File: config.mk
export PLATFORM = sky130hd
export DESIGN_NAME = uart_rx_control_module
export DESIGN_NICKNAME = d
export VERILOG_FILES = /design/src/rtl/uart_rx_control_module.sv
export SDC_FILE = /design/constraint.sdc
export NUM_CORES = 1
export LEC_CHECK = 0
export CORE_MARGIN = 1.5
export CORE_UTILIZATION = 57
export DETAILED_ROUTE_END_ITERATION = 12
export HOLD_SLACK_MARGIN = 0.15
export MAX_ROUTING_LAYER = met4
export PLACE_DENSITY = 0.78
export SLEW_MARGIN = 0
export SYNTH_ARGS = -nofsm -noshare
export SYNTH_HDL_FRONTEND = slang
export SYNTH_SLANG_ARGS = --single-unit
File: constraint.sdc
create_clock -name CLK -period 2.4 [get_ports CLK]
set_input_delay 0.24 -clock CLK [delete_from_list [all_inputs] [get_ports CLK]]
set_output_delay 0.24 -clock CLK [all_outputs]
set_load 0.1 [all_outputs]
File: src/rtl/uart_rx_control_module.sv
// UART receive byte assembler: start-edge triggered, mid-bit sampling, 8N1 framing.
// Optional even-parity bit between bit 7 and stop when UART_RX_PARITY_EN is defined.
module uart_rx_control_module #(
  parameter int unsigned CLKS_PER_BIT = 434,
  parameter int unsigned HALF_BIT     = CLKS_PER_BIT / 2
) (
  input  logic       CLK,
  input  logic       RST,
  input  logic       RX_Pin_In,
  input  logic       H2L_Sig,
  input  logic       RX_En_Sig,
  output logic [7:0] RX_Data,
  output logic       RX_Done_Sig,
  output logic       Frame_Err_Sig
`ifdef UART_RX_PARITY_EN
  ,
  output logic       Parity_Err_Sig
`endif
);

  localparam logic [15:0] BitLast  = 16'(CLKS_PER_BIT - 1);
  localparam logic [15:0] HalfLast = 16'(HALF_BIT - 1);

`ifdef UART_RX_PARITY_EN
  typedef enum logic [2:0] {StIdle, StStart, StData, StParity, StStop, StDone} state_e;
`else
  typedef enum logic [2:0] {StIdle, StStart, StData, StStop, StDone} state_e;
`endif

  state_e      state_q, state_d;
  logic [15:0] cnt_q, cnt_d;
  logic [2:0]  bit_idx_q, bit_idx_d;
  logic [7:0]  shift_q, shift_d;
  logic [7:0]  rx_data_q, rx_data_d;
  logic        done_q, done_d;
  logic        ferr_q, ferr_d;
`ifdef UART_RX_PARITY_EN
  logic        par_q, par_d;
  logic        perr_q, perr_d;
`endif

  always_ff @(posedge CLK) begin
    if (RST) begin
      state_q   <= StIdle;
      cnt_q     <= '0;
      bit_idx_q <= '0;
      shift_q   <= '0;
      rx_data_q <= '0;
      done_q    <= 1'b0;
      ferr_q    <= 1'b0;
`ifdef UART_RX_PARITY_EN
      par_q     <= 1'b0;
      perr_q    <= 1'b0;
`endif
    end else begin
      state_q   <= state_d;
      cnt_q     <= cnt_d;
      bit_idx_q <= bit_idx_d;
      shift_q   <= shift_d;
      rx_data_q <= rx_data_d;
      done_q    <= done_d;
      ferr_q    <= ferr_d;
`ifdef UART_RX_PARITY_EN
      par_q     <= par_d;
      perr_q    <= perr_d;
`endif
    end
  end

  always_comb begin
    state_d   = state_q;
    cnt_d     = cnt_q + 16'd1;
    bit_idx_d = bit_idx_q;
    shift_d   = shift_q;
    rx_data_d = rx_data_q;
    done_d    = 1'b0;
    ferr_d    = 1'b0;
`ifdef UART_RX_PARITY_EN
    par_d     = par_q;
    perr_d    = 1'b0;
`endif

    if (state_q != StIdle && state_q != StDone && !RX_En_Sig) begin
      // Receive disabled mid-frame: drop the partial byte silently.
      state_d = StIdle;
      cnt_d   = '0;
    end else begin
      unique case (state_q)
        StIdle: begin
          cnt_d = '0;
          if (H2L_Sig && RX_En_Sig) begin
            state_d = StStart;
          end
        end
        StStart: begin
          if (cnt_q == HalfLast) begin
            cnt_d = '0;
            if (RX_Pin_In) begin
              state_d = StIdle;
            end else begin
              state_d   = StData;
              bit_idx_d = '0;
            end
          end
        end
        StData: begin
          if (cnt_q == BitLast) begin
            cnt_d   = '0;
            shift_d = {RX_Pin_In, shift_q[7:1]};
            if (bit_idx_q == 3'd7) begin
`ifdef UART_RX_PARITY_EN
              state_d = StParity;
`else
              state_d = StStop;
`endif
            end else begin
              bit_idx_d = bit_idx_q + 3'd1;
            end
          end
        end
`ifdef UART_RX_PARITY_EN
        StParity: begin
          if (cnt_q == BitLast) begin
            cnt_d   = '0;
            par_d   = RX_Pin_In;
            state_d = StStop;
          end
        end
`endif
        StStop: begin
          if (cnt_q == BitLast) begin
            cnt_d = '0;
            if (RX_Pin_In) begin
              state_d = StDone;
            end else begin
              ferr_d  = 1'b1;
              state_d = StIdle;
            end
          end
        end
        StDone: begin
          cnt_d     = '0;
          rx_data_d = shift_q;
          done_d    = 1'b1;
`ifdef UART_RX_PARITY_EN
          // Even parity: data bits plus parity bit must XOR to zero.
          perr_d    = ^{shift_q, par_q};
`endif
          state_d   = StIdle;
        end
        default: begin
          cnt_d   = '0;
          state_d = StIdle;
        end
      endcase
    end
  end

  assign RX_Data       = rx_data_q;
  assign RX_Done_Sig   = done_q;
  assign Frame_Err_Sig = ferr_q;
`ifdef UART_RX_PARITY_EN
  assign Parity_Err_Sig = perr_q;
`endif

endmodule

Word-level counts from Yosys, hierarchy flattened
Cells that the tools add are included.
- word-level logic and storage cells: 59
- memories: 0
- input bits: 5
- bits in latches: 0
- RAM bits: 0
- bits in registers: 40
- ROM bits: 0
- output and inout port bits: 10
- $lt $le $gt $ge: 0
- bitwise operators: 3
- mux-type cells: 18
- multiply operators: 0
- reduce and logical (&&, ||, !) cells: 14
- div/mod/pow operators: 0
- add/sub/neg operators: 2
- equal/unequal tests: 15
- shift-type cells: 0
- operator list (cell ; number):
    $mux 16 ; 2
    $pmux 16 s2 ; 1
    $mux 3 ; 10
    $add 16x1->16 const B ; 1
    $eq 16x8->1 const B ; 1
    $eq 16x9->1 const B ; 1
    $ne 2x2->1 const B ; 7
    $pmux 3 s4 ; 1
    $eq 3x2->1 const B ; 2
    $eq 3x3->1 const B ; 2
    $pmux 3 s2 ; 1
    $reduce_and 6->1 ; 1
    $reduce_and 5->1 ; 1
    $reduce_or 2->1 ; 2
    $reduce_or 4->1 ; 1
    $add 3x1->3 const B ; 1
    $eq 3x1->1 const B ; 1
    $logic_and 1x1->1 ; 3
    $logic_not 3->1 ; 1
    $ne 3x3->1 const B ; 1
    $not 1->1 ; 3
    $reduce_and 3->1 ; 1
    $reduce_bool 3->1 ; 1
    $mux 1 ; 2
    4 further kinds ; 4

Logic depth before layout (Yosys ltp)
Gate-level depths: netlist of run 1.
- word-level depth: 5
- depth in mapped cells: 7
- gate-level depth less buffers: 6

Worst setup path before layout of run 1
Ideal clock, no wire load.
- kind: register to register
- start: reg cnt_q[12]
- end: reg bit_idx_q[0]
- setup time: 0.075 ns
- arrival time: 1.999 ns
- setup slack: 0.325 ns
- clock period less this slack: 2.075 ns
- required time: 2.325 ns
- buffers on the path: 0
- cell stages (with the launch flop): 5
- cells stage by stage: dfxtp_1 > or4_4 > or4_4 > a2111o_1 > o22ai_1
- cells in the longest elaborated chain, start to end: 3
- elaborated cells on any way between the ends: 5
- those cells by class: 4 x eq/ne; 1 x reduce/logical
- ends and longest elaborated chain (element ; RTL line ; RTL):
    from (decl) ; 31 ; logic [15:0] cnt_q, cnt_d;
    from (signal assigned) ; 57 ; cnt_q <= cnt_d;
    $eq 16x9->1 / $eq 16x8->1 (equally long branches) ; 107, 96 ;
    $ne 2x2->1 (no line) ; -- ;
    $reduce_and 6->1 (no line) * ; -- ;
    to (signal assigned) ; 58 ; bit_idx_q <= bit_idx_d;
    to (decl) ; 32 ; logic [2:0] bit_idx_q, bit_idx_d;
Every way passes the cells marked *; elsewhere a longest branch is shown, timed or not.
A chain may end at the register's enable or synchronous reset.

Worst setup path in the final report of run 1
- start: reg cnt_q[12]
- end: reg bit_idx_q[1]
The elaborated chain is that of the path after synthesis.

==> reports/results.txt, run 1 <==
post-synth top area share: 43.3%
critical path launch point type: register
Final Hold Fails: 0
Synth-to-Final Area Change: 13.5%
die height: 59.9 um
period utilization: 95.1%
TritonRoute pass-1 iters: 4
worst reg2reg setup slack: 120 ps
final setup TNS: 0 ps
WP data required: 2680 ps
WP depth: 4
most frequent cell after synthesis: dfxtp_1
cell accounting for the most synthesized area: dfxtp_1
Synth cell types: 36
Setup crit end: bit_idx_q[1]
register bit total from synthesis: 40
Synthesized Nets: 226
largest net degree at the start of global routing: 26
max cap viols: 0
CTS tree: built
power density cells: 580 nW/um2
initial drt markers: 112
global route overflow: 0
average cell area after synthesis: 8.56 um2
crit-path max FO: 12
pre-CTS WS: 141 ps
n_diodes: 0
final setup margin: 117 ps
CTS Buf Count: 5
Placer Congestion: 0.855
status: complete, no violations
final setup violation count: 0
FF-to-FF Start: cnt_q[12]
capturing element type of the critical path: register
slowest cell on the critical path: or4_4
IO Pins: 15
cts-stage hold buffer count: 0
post-synthesis async set-or-reset flop share: 0%
crit path cell chain: or4_4 > or4_4 > a2111o_1 > o32ai_1
Syn. warnings: 0
Clock Latency Late Sink: 370 ps
Root Buffer: clkbuf_4
Max IR drop VDD: 430 uV
Gate Count Post-Synth: 216
crit-path max cell delay: 640 ps
Reg clk slew, reported paths: 130 ps
Initial Util: 60.0%
Critical Path AT: 2560 ps
Final ANT Viol Nets: 0
detailed-placement wirelength estimate: 2.73 mm
share of cells above drive strength 1: 14.2%
Max Slew Vio Count: 0
layout net count: 241
Worst Path Buf+Inv: 0
first-pass GRT wire length: 6.53 mm
wire length per cell: 14.0 um
final wirelength: 3.86 mm
average via count per standard cell: 5.89
initial antenna violation count: 0
die area: 3590 um2
Layout Skew: 9.22 ps
Core Box Area: 3080 um2
min Tclk post-route: 2280 ps
H-Tree Depth: 2
FILL cells: 262
Leak: 0.667 nW
Critical Path Source: cnt_q[12]
R2R cell count: 4
cells taking the most area after synthesis: dfxtp_1 43%, nand2_1 5.3%, xnor2_1 5.2%
Max-slew headroom: 64.2%
Die Wd: 59.9 um
EDFF count, synth: 0
IO Port Bufs: 14
sequential area share after synthesis: 43.3%
synthesized area: 1850 um2
Rows: 20
CTS sink cnt: 40
post-layout util: 68.1%
reg-to-reg endpoint: bit_idx_q[1]
Top cell by count, worst path: or4_4
top_reg_cell synth: dfxtp_1
via count of the first global-routing pass: 1522
Vias: 1625
CTS Buffer Depth: 2
GR Util All Layers: 25.3%
maximum clock frequency: 0.438 GHz
commonest cells in the netlist: 40 x dfxtp_1, 26 x nand2_1, 19 x nor3_1
crit-path leading delay family: simple AND/OR/NAND/NOR gates
Least-Margin Pin Slew: 536 ps
min-delay worst type: register to register
crit path kind: register to register
Post-route DRC: 0
RSZ-0062 raised after global routing: false
## layout by cell type, fill, tap and decap left out, drive strengths merged, types with 2 or more instances in the layout
cell type      count
a2111oi            2
or3b               4
xnor2             11
or4                4
a21oi             16
nor4               8
ha                 5
nor3              19
dfxtp             40
nand2b             5
a32o               2
buf               14
nor2               9
nand3             15
clkbuf             5
nor3b              2
xor2               3
o32ai              2
nand2             26
inv                8
clkdlybuf4s50      4
nand4              4
o21ai              8
## stage by stage
step	hold WS (ps)	instances	cell area [um2]	total power [mW]
3_5_place_dp	452	268	2010	0.764
4_1_cts	470	276	2090	1.22
2_1_floorplan	317	216	1850	0.743
3_3_place_gp	438	268	2010	0.761
5_1_grt	490	276	2100	1.25
6_report	466	276	2100	1.22
## per-layer routing
metal	wire [um]	vias to the layer above	part of all wire [%]	GRT usage, %
met1	1610	749	42	26.8
met4	56	0	1.5	12.7
met2	1990	53	52	42.4
li1	-	815	-	-
met3	196	8	5.1	7.58
met5	0	-	0	-
## power by group
group	switching, mW	internal, mW
logic	0.0460	0.0312
registers	0.00736	0.667
clock network	0.243	0.223
## layout make-up
type                       count  area, um2  share of cell area (%)
sequential                    40        801                    38.2
clock inverter                 3       46.3                    2.21
multi-input combinational    159        986                    47.0
clock buffer                   5       37.5                    1.79
timing repair buffer          18        145                    6.92
inverter                       7       26.3                    1.25
tap                           44       55.1                    2.63
## worst register-to-register path: stages (launching register included)
cell	delay, ps
dfxtp_1	380
or4_4	590
or4_4	640
a2111o_1	460
o32ai_1	140
## registers in the layout, indices dropped and copies added (netlist names)
register	flops
cnt_q	16
RX_Data	8
Frame_Err_Sig	1
bit_idx_q	3
RX_Done_Sig	1
shift_q	8
state_q	3
## how the worst min path moves through the flow
stage,start,end,depth (start not counted)
after global routing,RX_Data[2],RX_Data[2],2
final,RX_Data[7],RX_Data[7],2
after global placement,shift_q[0],RX_Data[0],2
after detailed placement,RX_Data[2],RX_Data[2],2
after CTS,RX_Data[2],RX_Data[2],2
after floorplan,RX_Pin_In,Frame_Err_Sig,1
## logic make-up after synthesis
kind of cell	count (synthesis)	synth area share, %
AND/OR/NAND/NOR	101	29.1
flip-flops	40	43.3
AO/OA/AOI/OAI	39	13.9
buffers and inverters	17	3.66
XOR/XNOR	14	6.64
adder cells (fa/ha/maj)	5	3.39
## repair_timing
action,CTS,global route
gates resized for setup,0,1
setup buffers,0,0
endpoints found under the setup margin,0,1
Power figures use the tool's default switching activity.
==> run 2, diff against run 1 <==
REMOVE_ABC_BUFFERS = 1   (was default)
==> run 2 against run 1 <==
  * Sequential power hardly changed
  * Sequential share of layout area shrank 0.49 points
  * Cell count grew 0.72%
  * Wire length rose by 11%
  * Critical path depth is the same
  * Fmax fell by 1.1%
  * Register-to-register slack got worse by 20 ps
==> reports/results.txt, run 2 (same netlist as run 1, synthesis figures left out) <==
Max-slew headroom: 62.1%
Max Used Layer: met4
Max Slew Vio Count: 0
wire length per cell: 15.4 um
crit path kind: register to register
most common cell after layout, fill and taps aside: dfxtp_1
critical path launch point type: register
WP data required: 2630 ps
largest net degree at the start of global routing: 26
Synth-to-Final Area Change: 15.0%
Rows: 20
n_diodes: 0
H-Tree Depth: 2
Core Box Area: 3080 um2
Overall Power: 1.25 mW
Vias: 1664
Die Wd: 59.9 um
status: complete, no violations
CTS tree: built
routed wl met3: 188 um
sw power: 294 uW
power density cells: 587 nW/um2
cts-stage hold buffer count: 0
final wirelength: 4.28 mm
Initial Util: 60.0%
RSZ-0062 raised after global routing: false
Gate power share: 7.0%
die height: 59.9 um
crit-path max FO: 5
Met1 Wirelength: 1.77 mm
max cap viols: 0
Reg clk slew, reported paths: 130 ps
Least-Margin Pin Slew: 555 ps
CTS Buffer Depth: 2
TritonRoute pass-1 iters: 4
met2 routed WL: 2.24 mm
Placer Congestion: 0.857
detailed-placement wirelength estimate: 2.96 mm
Switching Fraction: 23.6%
min Tclk post-route: 2310 ps
Final ANT Viol Nets: 0
Root Buffer: clkbuf_4
Critical Path AT: 2540 ps
average via count per standard cell: 5.99
period utilization: 96.2%
largest reg by FF count: cnt_q
die area: 3590 um2
CTS Buf Count: 5
number of gates resized after cts: 0
Pint: 954 uW
FILL cells: 279
Clock Latency Late Sink: 360 ps
layout net count: 243
via count of the first global-routing pass: 1562
maximum clock frequency: 0.433 GHz
final setup TNS: 0 ps
global route overflow: 0
IO Pins: 15
sequential fraction of design power: 54.1%
final setup violation count: 0
min-delay worst type: register to register
Post-route DRC: 0
IO Port Bufs: 14
CTS sink cnt: 40
Layout Skew: 16.6 ps
share of cells above drive strength 1: 14.5%
initial antenna violation count: 0
clock share of power: 38.9%
most frequent cells in the layout: 40 x dfxtp_1, 26 x nand2_1, 19 x nor3_1, 16 x a21oi_1
capturing element type of the critical path: register
max reg flops: 16
Final Hold Fails: 0
initial drt markers: 130
Max IR drop VDD: 342 uV
GR Util All Layers: 26.9%
Leak: 0.684 nW
first-pass GRT wire length: 6.96 mm
-- run 2: cell count changes in the layout (fill, tap and decap cells not counted) --
| cell | change |
|---|---|
| a221oi_1 | +1 |
| a221oi_2 | -1 |
| buf_12 | +1 |
| buf_4 | +1 |
| clkbuf_8 | +1 |
| clkinv_4 | +1 |
| clkinvlp_4 | -1 |
| inv_6 | -1 |
-- run 2: final timing paths --
check	start	endpoint	slack (ps)	depth (start not counted)
worst max-delay path	cnt_q[12]	bit_idx_q[0]	90	4
worst min-delay path	RX_Data[5]	RX_Data[5]	470	2
worst max register to register	cnt_q[12]	bit_idx_q[0]	90	4
worst min register to register	RX_Data[5]	RX_Data[5]	470	2
-- run 2: through the flow --
step / cell area [um2] / hold slack [ps] / setup WS (ps) / utilization [%] / cells
2_1_floorplan: 1810 / 309 / 266 / - / 206
3_3_place_gp: 2030 / 445 / 207 / 65.9 / 269
3_5_place_dp: 2030 / 454 / 93.6 / 65.9 / 269
4_1_cts: 2120 / 472 / 70.7 / 68.8 / 277
5_1_grt: 2120 / 486 / 71.8 / 69.0 / 278
6_report: 2120 / 466 / 92.4 / 69.0 / 278
-- run 2: area by class of cell --
cell class                      instances  area, um2  area share [%]
Inverter                                7       26.3            1.24
Multi-Input combinational cell        159        980            46.1
Tap cell                               44       55.1            2.59
Timing Repair Buffer                   20        173            8.13
Sequential cell                        40        801            37.7
Clock inverter                          2       38.8            1.83
Clock buffer                            6       51.3            2.41
-- run 2: worst max-delay path, stage by stage, from the launching register on --
cell and delay [ps]:
dfxtp_1 380, or4_4 590, or4_4 580, a221oi_1 480
o22ai_1 160
-- run 2: layer usage --
| layer | GRT usage [%] | vias to the layer above |
|---|---|---|
| met3 | 7.14 | 12 |
| met2 | 46.4 | 42 |
| li1 | - | 819 |
| met4 | 8.25 | 0 |
| met5 | - | - |
| met1 | 30.0 | 791 |
-- run 2: power by group through the flow --
stage / registers [mW] / logic (mW) / clock network (mW)
finish: 0.675 / 0.0876 / 0.486
CTS: 0.675 / 0.0872 / 0.488
global route: 0.676 / 0.0943 / 0.516
floorplan: 0.687 / 0.0461 / 0
detailed placement: 0.689 / 0.0860 / 0
global placement: 0.689 / 0.0814 / 0
-- run 2: repair_timing --
item / 4_1_cts / 5_1_grt
hold endpoints to repair: 0 / 0
buffers inserted: 0 / 1
setup endpoints to repair: 0 / 1
==> run 3, diff against run 2 <==
CORE_UTILIZATION = 51   (was 57)
PLACE_DENSITY = 0.74   (was 0.78)
TNS_END_PERCENT = 100   (was default)
clock period = 1.9 ns   (was 2.4 ns; I/O delays follow)
==> run 3 against run 2 <==
  * Fmax increased by 10%
  * The flow now finishes with violations (negative setup slack)
  * Non-clock buffer count increased by 26
  * Via count increased by 2.8%
  * Clock-buffer cell count decreased by 1
  * Worst setup slack got worse by 280 ps
  * Power increased by 25%
  * Largest cell class unchanged
  * Die area increased by 11%
  * Global-route usage decreased by 4.1 points
  * Critical path type unchanged
==> reports/results.txt, run 3 (same netlist as run 1, synthesis figures left out) <==
Placer Congestion: 0.813
Switching Fraction: 24.4%
die height: 63.2 um
Max IR drop VDD: 471 uV
power density cells: 645 nW/um2
RSZ-0062 raised after global routing: true
Clock Latency Late Sink: 360 ps
min-delay worst type: register to register
Core Box Area: 3420 um2
final setup margin: -192 ps
n_diodes: 0
CTS Buf Count: 5
capturing element type of the critical path: register
Max Slew Vio Count: 0
final wirelength: 4.17 mm
largest reg by FF count: cnt_q
crit path kind: register to register
Leak: 0.832 nW
CTS tree: built
Die Wd: 63.2 um
initial antenna violation count: 0
critical path launch point type: register
wire length per cell: 13.6 um
Overall Power: 1.56 mW
Pint: 1.18 mW
detailed-placement wirelength estimate: 2.78 mm
final setup violation count: 31
CTS sink cnt: 40
most frequent cells in the layout: 38 x buf_4, 36 x dfxtp_1, 26 x nand2_1, 19 x nor3_1, 15 x nand3_1
first-pass GRT wire length: 7.00 mm
FILL cells: 276
Critical Path AT: 2390 ps
Vias: 1711
most common cell after layout, fill and taps aside: buf_4
Final ANT Viol Nets: 0
TritonRoute pass-1 iters: 4
sw power: 380 uW
Root Buffer: clkbuf_4
via count of the first global-routing pass: 1603
Least-Margin Pin Slew: 599 ps
WP data required: 2200 ps
Final Hold Fails: 0
Gate power share: 8.1%
max cap viols: 0
share of cells above drive strength 1: 31.2%
CTS Buffer Depth: 2
H-Tree Depth: 2
status: finished, violations left
Max-slew headroom: 60.0%
initial drt markers: 93
die area: 3990 um2
sequential fraction of design power: 54.3%
largest net degree at the start of global routing: 18
Layout Skew: 11.7 ps
max reg flops: 16
layout net count: 269
cts-stage hold buffer count: 0
global route overflow: 0
period utilization: 110%
IO Port Bufs: 14
Initial Util: 54.1%
area occupied by multi-input gates: 1060 um2
min Tclk post-route: 2090 ps
clock share of power: 37.6%
crit-path max FO: 5
maximum clock frequency: 0.478 GHz
Synth-to-Final Area Change: 30.8%
violated checks: negative setup slack
GR Util All Layers: 22.8%
Rows: 21
Post-route DRC: 0
final setup TNS: -3920 ps
Reg clk slew, reported paths: 130 ps
register area: 806 um2
average via count per standard cell: 5.59
IO Pins: 15
run 3: worst max-delay path, stage by stage, from the launching register on:
cell,delay (ps)
dfxtp_2,340
or4_4,560
or4_4,580
a2111o_1,400
o22ai_1,160
run 3: final timing paths:
| kind | slack (ps) | start | cells after the start | to |
|---|---|---|---|---|
| worst max register to register | -190 | cnt_q[2] | 4 | bit_idx_q[0] |
| worst min register to register | 460 | RX_Data[1] | 2 | RX_Data[1] |
| worst min-delay path | 460 | RX_Data[1] | 2 | RX_Data[1] |
| worst max-delay path | -190 | cnt_q[2] | 4 | bit_idx_q[0] |
run 3: stage by stage:
step                cells  worst slack (ps)  instance area, um2  hold slack, ps  utilization (%)
floorplan             206              -234                1810             259                -
global placement      295              -179                2210             439             64.7
detailed placement    295              -200                2210             441             64.7
CTS                   306              -197                2400             465             70.3
global route          306              -290                2420             485             70.8
finish                306              -192                2420             461             70.8
run 3: routing by layer:
layer	GRT usage, %	wire length, um	vias up
met2	39.4	2110	29
li1	-	-	879
met5	-	0	-
met4	9.51	87	0
met1	25.4	1830	793
met3	5.00	138	10
run 3: final cells by class:
class                      instances  area share [%]
inverter                           7            1.09
sequential                        40            33.3
tap                               46            2.38
timing repair buffer              46            15.7
clock inverter                     3            1.97
clock buffer                       5            1.55
multi-input combinational        159            44.0
run 3: repair_timing:
item | in CTS | in global routing
setup endpoints to repair | 31 | 31
gates resized for setup | 31 | 5
gates cloned | 1 | 0
pin swaps | 20 | 2
buffers inserted | 3 | 0
run 3: power by group through the flow:
stage	combinational [mW]	sequential, mW	clock (mW)
6_report	0.127	0.846	0.586
5_1_grt	0.137	0.847	0.633
4_1_cts	0.125	0.846	0.605
3_5_place_dp	0.121	0.865	0
3_3_place_gp	0.122	0.865	0
2_1_floorplan	0.0582	0.868	0
==> edit 1: new RTL, flow settings as in run 1 <==
Build with the macro `UART_RX_PARITY_EN` defined.
--- a/src/rtl/uart_rx_control_module.sv
+++ b/src/rtl/uart_rx_control_module.sv
@@ -1,5 +1,7 @@
 // UART receive byte assembler: start-edge triggered, mid-bit sampling, 8N1 framing.
 // Optional even-parity bit between bit 7 and stop when UART_RX_PARITY_EN is defined.
+`define UART_RX_PARITY_EN
+
 module uart_rx_control_module #(
   parameter int unsigned CLKS_PER_BIT = 434,
   parameter int unsigned HALF_BIT     = CLKS_PER_BIT / 2
Behaviour (old outputs only; new: Parity_Err_Sig): no difference found for any inputs over 10 cycles, from zero or initial values and one cycle with RST high; that may be too few to reach the edited logic, so the function may still have changed.
==> edit 1 against run 1 <==
Power is 8.6% lower; via count is 9.0% lower; area after synthesis is 5.5% higher; sequential cell count is 2 higher; routed wire length is 9.9% lower; critical endpoint is now bit_idx_q[0]; final area is 4.9% higher; largest cell class unchanged; cell count is 1.4% higher; largest power group unchanged; setup slack better by 0.027 ns.
==> edit 1: results (changes against run 1) <==
stage;metric;value;unit;change
synth;post-synthesis adder-cell area fraction;0.0321;;was 0.0339
final_layout;antenna diode count;0;;unchanged
synth;sequential cell area fraction in the yosys report;0.431;;was 0.433
route;final WL;3.48;mm;was 3.86 mm
critical_path;CP Data Arrival Time;2.54;ns;was 2.56 ns
critical_path;reg2reg setup slack;0.14;ns;was 0.12 ns
cts;maximum buffer depth of the clock tree;2;;unchanged
cts;post-CTS setup buffer count;0;;unchanged
final_layout;# fillers;285;;was 262
synth;Yosys top cell area share;0.431;;was 0.433
route;DRT iter0 DRCs;104;;was 112
synth;Unique masters post-synth;40;;was 36
route;DR vias/cell;5.28;;was 5.89
cts;CTS Buf Count;5;;unchanged
place;area post-placement;2140;µm²;was 2010 µm²
critical_path;critical path launch point type;flip-flop;;unchanged
cts;Worst-Skew Late Latency;0.35;ns;was 0.37 ns
place;Place WS;0.203;ns;was 0.141 ns
critical_path;worst reg2reg path depth;5;;was 4
critical_path;CP Capture Point;bit_idx_q[0];;was bit_idx_q[1]
cts;cts hold-fix bufs;0;;unchanged
critical_path;crit-path leading delay family;simple AND/OR/NAND/NOR gates;;unchanged
critical_path;Max FO, Critical Path;6;;was 12
power_and_ir_drop;VDD IR max;0.000365;V;was 0.000430 V
synth;area fraction in compound gates after synthesis;0.0783;;was 0.139
grt;number of global-route vias before repair;1252;;was 1522
sta;Layout Skew;0.0127;ns;was 0.00922 ns
synth;xor and xnor area share after synthesis;0.103;;was 0.0664
critical_path;reg2reg start;cnt_q[2];;was cnt_q[12]
synth;syn nets;225;;was 226
sta;f_max;443;MHz;was 438 MHz
grt;first-pass GRT wire length;5.69;mm;was 6.53 mm
synth;Post-synth ARST share;0;;unchanged
power_and_ir_drop;switch share;0.240;;was 0.244
grt;initial antenna violation count;0;;unchanged
final_layout;Nets;243;;was 241
synth;ranking of synthesized cells by area;dfxtp_1 43%, mux2i_1 7.2%, nor2_1 7.1%;;was dfxtp_1 43%, nand2_1 5.3%, xnor2_1 5.2%
place;cell count after placement;272;;was 268
grt;pin count of the biggest net entering global routing;23;;was 26
route;via total after detailed routing;1479;;was 1625
grt;gr usage total;0.213;;was 0.253
outcome;status;finished, final reports clean;;unchanged
final_layout;Reg area;841;µm²;was 801 µm²
place;PortBufs;15;;was 14
synth;proportion of synthesized area in mux cells;0.0719;;was 0
hold_path;HP Class;flip-flop to flip-flop;;unchanged
place;hpwl dp;2.45;mm;was 2.73 mm
cts;clock slew at reported path FFs;0.12;ns;
final_layout;fraction of layout cells with a size suffix above 1;0.150;;was 0.142
final_layout;max FFs per register;16;;unchanged
sta;Worst-Margin Slew;0.672;ns;was 0.536 ns
synth;cells after synthesis;215;;was 216
synth;Synth top cells by count;42 x dfxtp_1, 37 x nor2_1, 14 x mux2i_1, 14 x nand2_1, 13 x xnor2_1;;was 40 x dfxtp_1, 26 x nand2_1, 19 x nor3_1, 16 x a21oi_1, 15 x nand3_1
power_and_ir_drop;LEAKAGE;0.859;nW;was 0.667 nW
synth;Synth warnings;0;;unchanged
critical_path;critical path's largest stage delay;0.58;ns;was 0.64 ns
place;Routability Congestion;0.846;;was 0.855
## edit 1: cell count changes after synthesis, sizes merged, moves of 7 or more
cell | before | now
nor2 | 9 | 37
xor2 | 3 | 10
nand2 | 26 | 14
mux2i | 0 | 14
nor3 | 19 | 3
## edit 1: worst register-to-register path: stages (launching register included)
cell and delay [ns]:
dfxtp_1 0.39, or4_4 0.58, nor4_2 0.45, o311ai_1 0.20, or4_1 0.43, a21oi_1 0.16
## edit 1: cell type report
type                    count  area share
multi-input cells         159       0.480
flip-flops and latches     42       0.382
repair buffers             20      0.0785
well taps                  46      0.0262
clock buffers               6      0.0188
inverters                   5     0.00853
clock inverters             2     0.00626
## edit 1: power groups by stage
stage	registers, mW	logic [mW]	clock network, mW
2_1_floorplan	0.719	0.0443	0
3_3_place_gp	0.721	0.0677	0
3_5_place_dp	0.721	0.0680	0
4_1_cts	0.706	0.0681	0.351
5_1_grt	0.707	0.0758	0.389
6_report	0.705	0.0685	0.338
## edit 1: metal layers
layer / vias to the layer above / global-route usage / routed length (µm) / share of wire
li1: 772 / - / - / -
met1: 678 / 0.288 / 1760 / 0.51
met2: 23 / 0.293 / 1570 / 0.45
met3: 6 / 0.0756 / 105 / 0.030
met4: 0 / 0.0729 / 42 / 0.012
met5: - / - / 0 / 0
## edit 1: how the worst min path moves through the flow
stage | startpoint | endpoint | slack (ns)
final | RX_Data[7] | RX_Data[7] | 0.47
after global routing | RX_Data[7] | RX_Data[7] | 0.51
after CTS | RX_Data[7] | RX_Data[7] | 0.47
after detailed placement | RX_Data[7] | RX_Data[7] | 0.45
after global placement | RX_Data[7] | RX_Data[7] | 0.45
after floorplan | RST | RX_Data[7] | 0.31
==> edit 2: new RTL, flow settings as in run 1 <==
Made on the original files. Take the reset off `shift_q` and `rx_data_q` and load them in a clocked block of their own.
--- a/src/rtl/uart_rx_control_module.sv
+++ b/src/rtl/uart_rx_control_module.sv
@@ -44,8 +44,6 @@
       state_q   <= StIdle;
       cnt_q     <= '0;
       bit_idx_q <= '0;
-      shift_q   <= '0;
-      rx_data_q <= '0;
       done_q    <= 1'b0;
       ferr_q    <= 1'b0;
 `ifdef UART_RX_PARITY_EN
@@ -56,8 +54,6 @@
       state_q   <= state_d;
       cnt_q     <= cnt_d;
       bit_idx_q <= bit_idx_d;
-      shift_q   <= shift_d;
-      rx_data_q <= rx_data_d;
       done_q    <= done_d;
       ferr_q    <= ferr_d;
 `ifdef UART_RX_PARITY_EN
@@ -65,6 +61,11 @@
       perr_q    <= perr_d;
 `endif
     end
+  end
+
+  always_ff @(posedge CLK) begin
+    shift_q   <= shift_d;
+    rx_data_q <= rx_data_d;
   end
 
   always_comb begin
Formal check against the unedited RTL: no difference found for any inputs over 10 cycles, from zero or initial values and one cycle with RST high; that may be too few to reach the edited logic, so the function may still have changed.
==> edit 2 against run 1 <==
Clock skew rose by 0.010 ns; setup slack improved by 0.43 ns; via count decreased by 24%; largest cell class is now registers; critical path depth increased by 3; global-route usage down 4.6 points; routed wire length decreased by 23%; cell count shrank 23%; sequential cell count is the same; final area fell by 6.0%; power fell by 0.40%; area after synthesis shrank 5.6%; highest routed layer unchanged.
==> edit 2: results (changes against run 1) <==
stage;metric;value;unit;change
critical_path;reg2reg start;cnt_q[0];;was cnt_q[12]
grt;met1 usage;0.263;;was 0.268
final_layout;count of multi-input gates;109;;was 159
outcome;status;finished, final reports clean;;unchanged
critical_path;critical path's largest stage delay;0.52;ns;was 0.64 ns
critical_path;slowest CP cell;a211o_1;;was or4_4
synth;xor and xnor area share after synthesis;0.0653;;was 0.0664
place;hpwl dp;2.10;mm;was 2.73 mm
final_layout;fraction of layout cells with a size suffix above 1;0.155;;was 0.142
power_and_ir_drop;LEAKAGE;0.711;nW;was 0.667 nW
synth;syn nets;170;;was 226
synth;area fraction in compound gates after synthesis;0.0366;;was 0.139
final_layout;Seq/total area;0.488;;was 0.382
grt;met3 Use GR;0.0571;;was 0.0758
final_layout;Clock buf/inv share;0.0425;;was 0.0400
grt;pin count of the biggest net entering global routing;17;;was 26
place;Routability Congestion;0.899;;was 0.855
power_and_ir_drop;Seq. pwr;0.711;mW;was 0.674 mW
critical_path;CP Data Arrival Time;2.13;ns;was 2.56 ns
place;Place WS;0.490;ns;was 0.141 ns
critical_path;CP Capture Point;cnt_q[0];;was bit_idx_q[1]
sta;f_max;540;MHz;was 438 MHz
route;DR vias/cell;5.79;;was 5.89
critical_path;Max FO, Critical Path;16;;was 12
final_layout;Signal inverters;8;;was 7
final_layout;Nets;190;;was 241
==> edit 2: metrics by stage <==
| stage | hold slack (ns) | total power, mW | util | instances | cell area [µm²] |
|---|---|---|---|---|---|
| 6_report | 0.447 | 1.21 | 0.697 | 212 | 1970 |
| 5_1_grt | 0.468 | 1.26 | 0.697 | 212 | 1970 |
| 4_1_cts | 0.449 | 1.22 | 0.697 | 212 | 1970 |
| 3_5_place_dp | 0.418 | 0.770 | 0.667 | 204 | 1890 |
| 3_3_place_gp | 0.408 | 0.768 | 0.667 | 204 | 1890 |
| 2_1_floorplan | 0.312 | 0.758 | - | 160 | 1740 |
==> edit 2: how the worst min path moves through the flow <==
stage | cells past startpoint | slack [ns] | endpoint
floorplan | 1 | 0.31 | RX_Done_Sig
global placement | 0 | 0.41 | RX_Data[0]
detailed placement | 0 | 0.42 | RX_Data[0]
CTS | 0 | 0.45 | RX_Data[0]
global route | 0 | 0.47 | RX_Data[0]
finish | 0 | 0.45 | RX_Data[0]
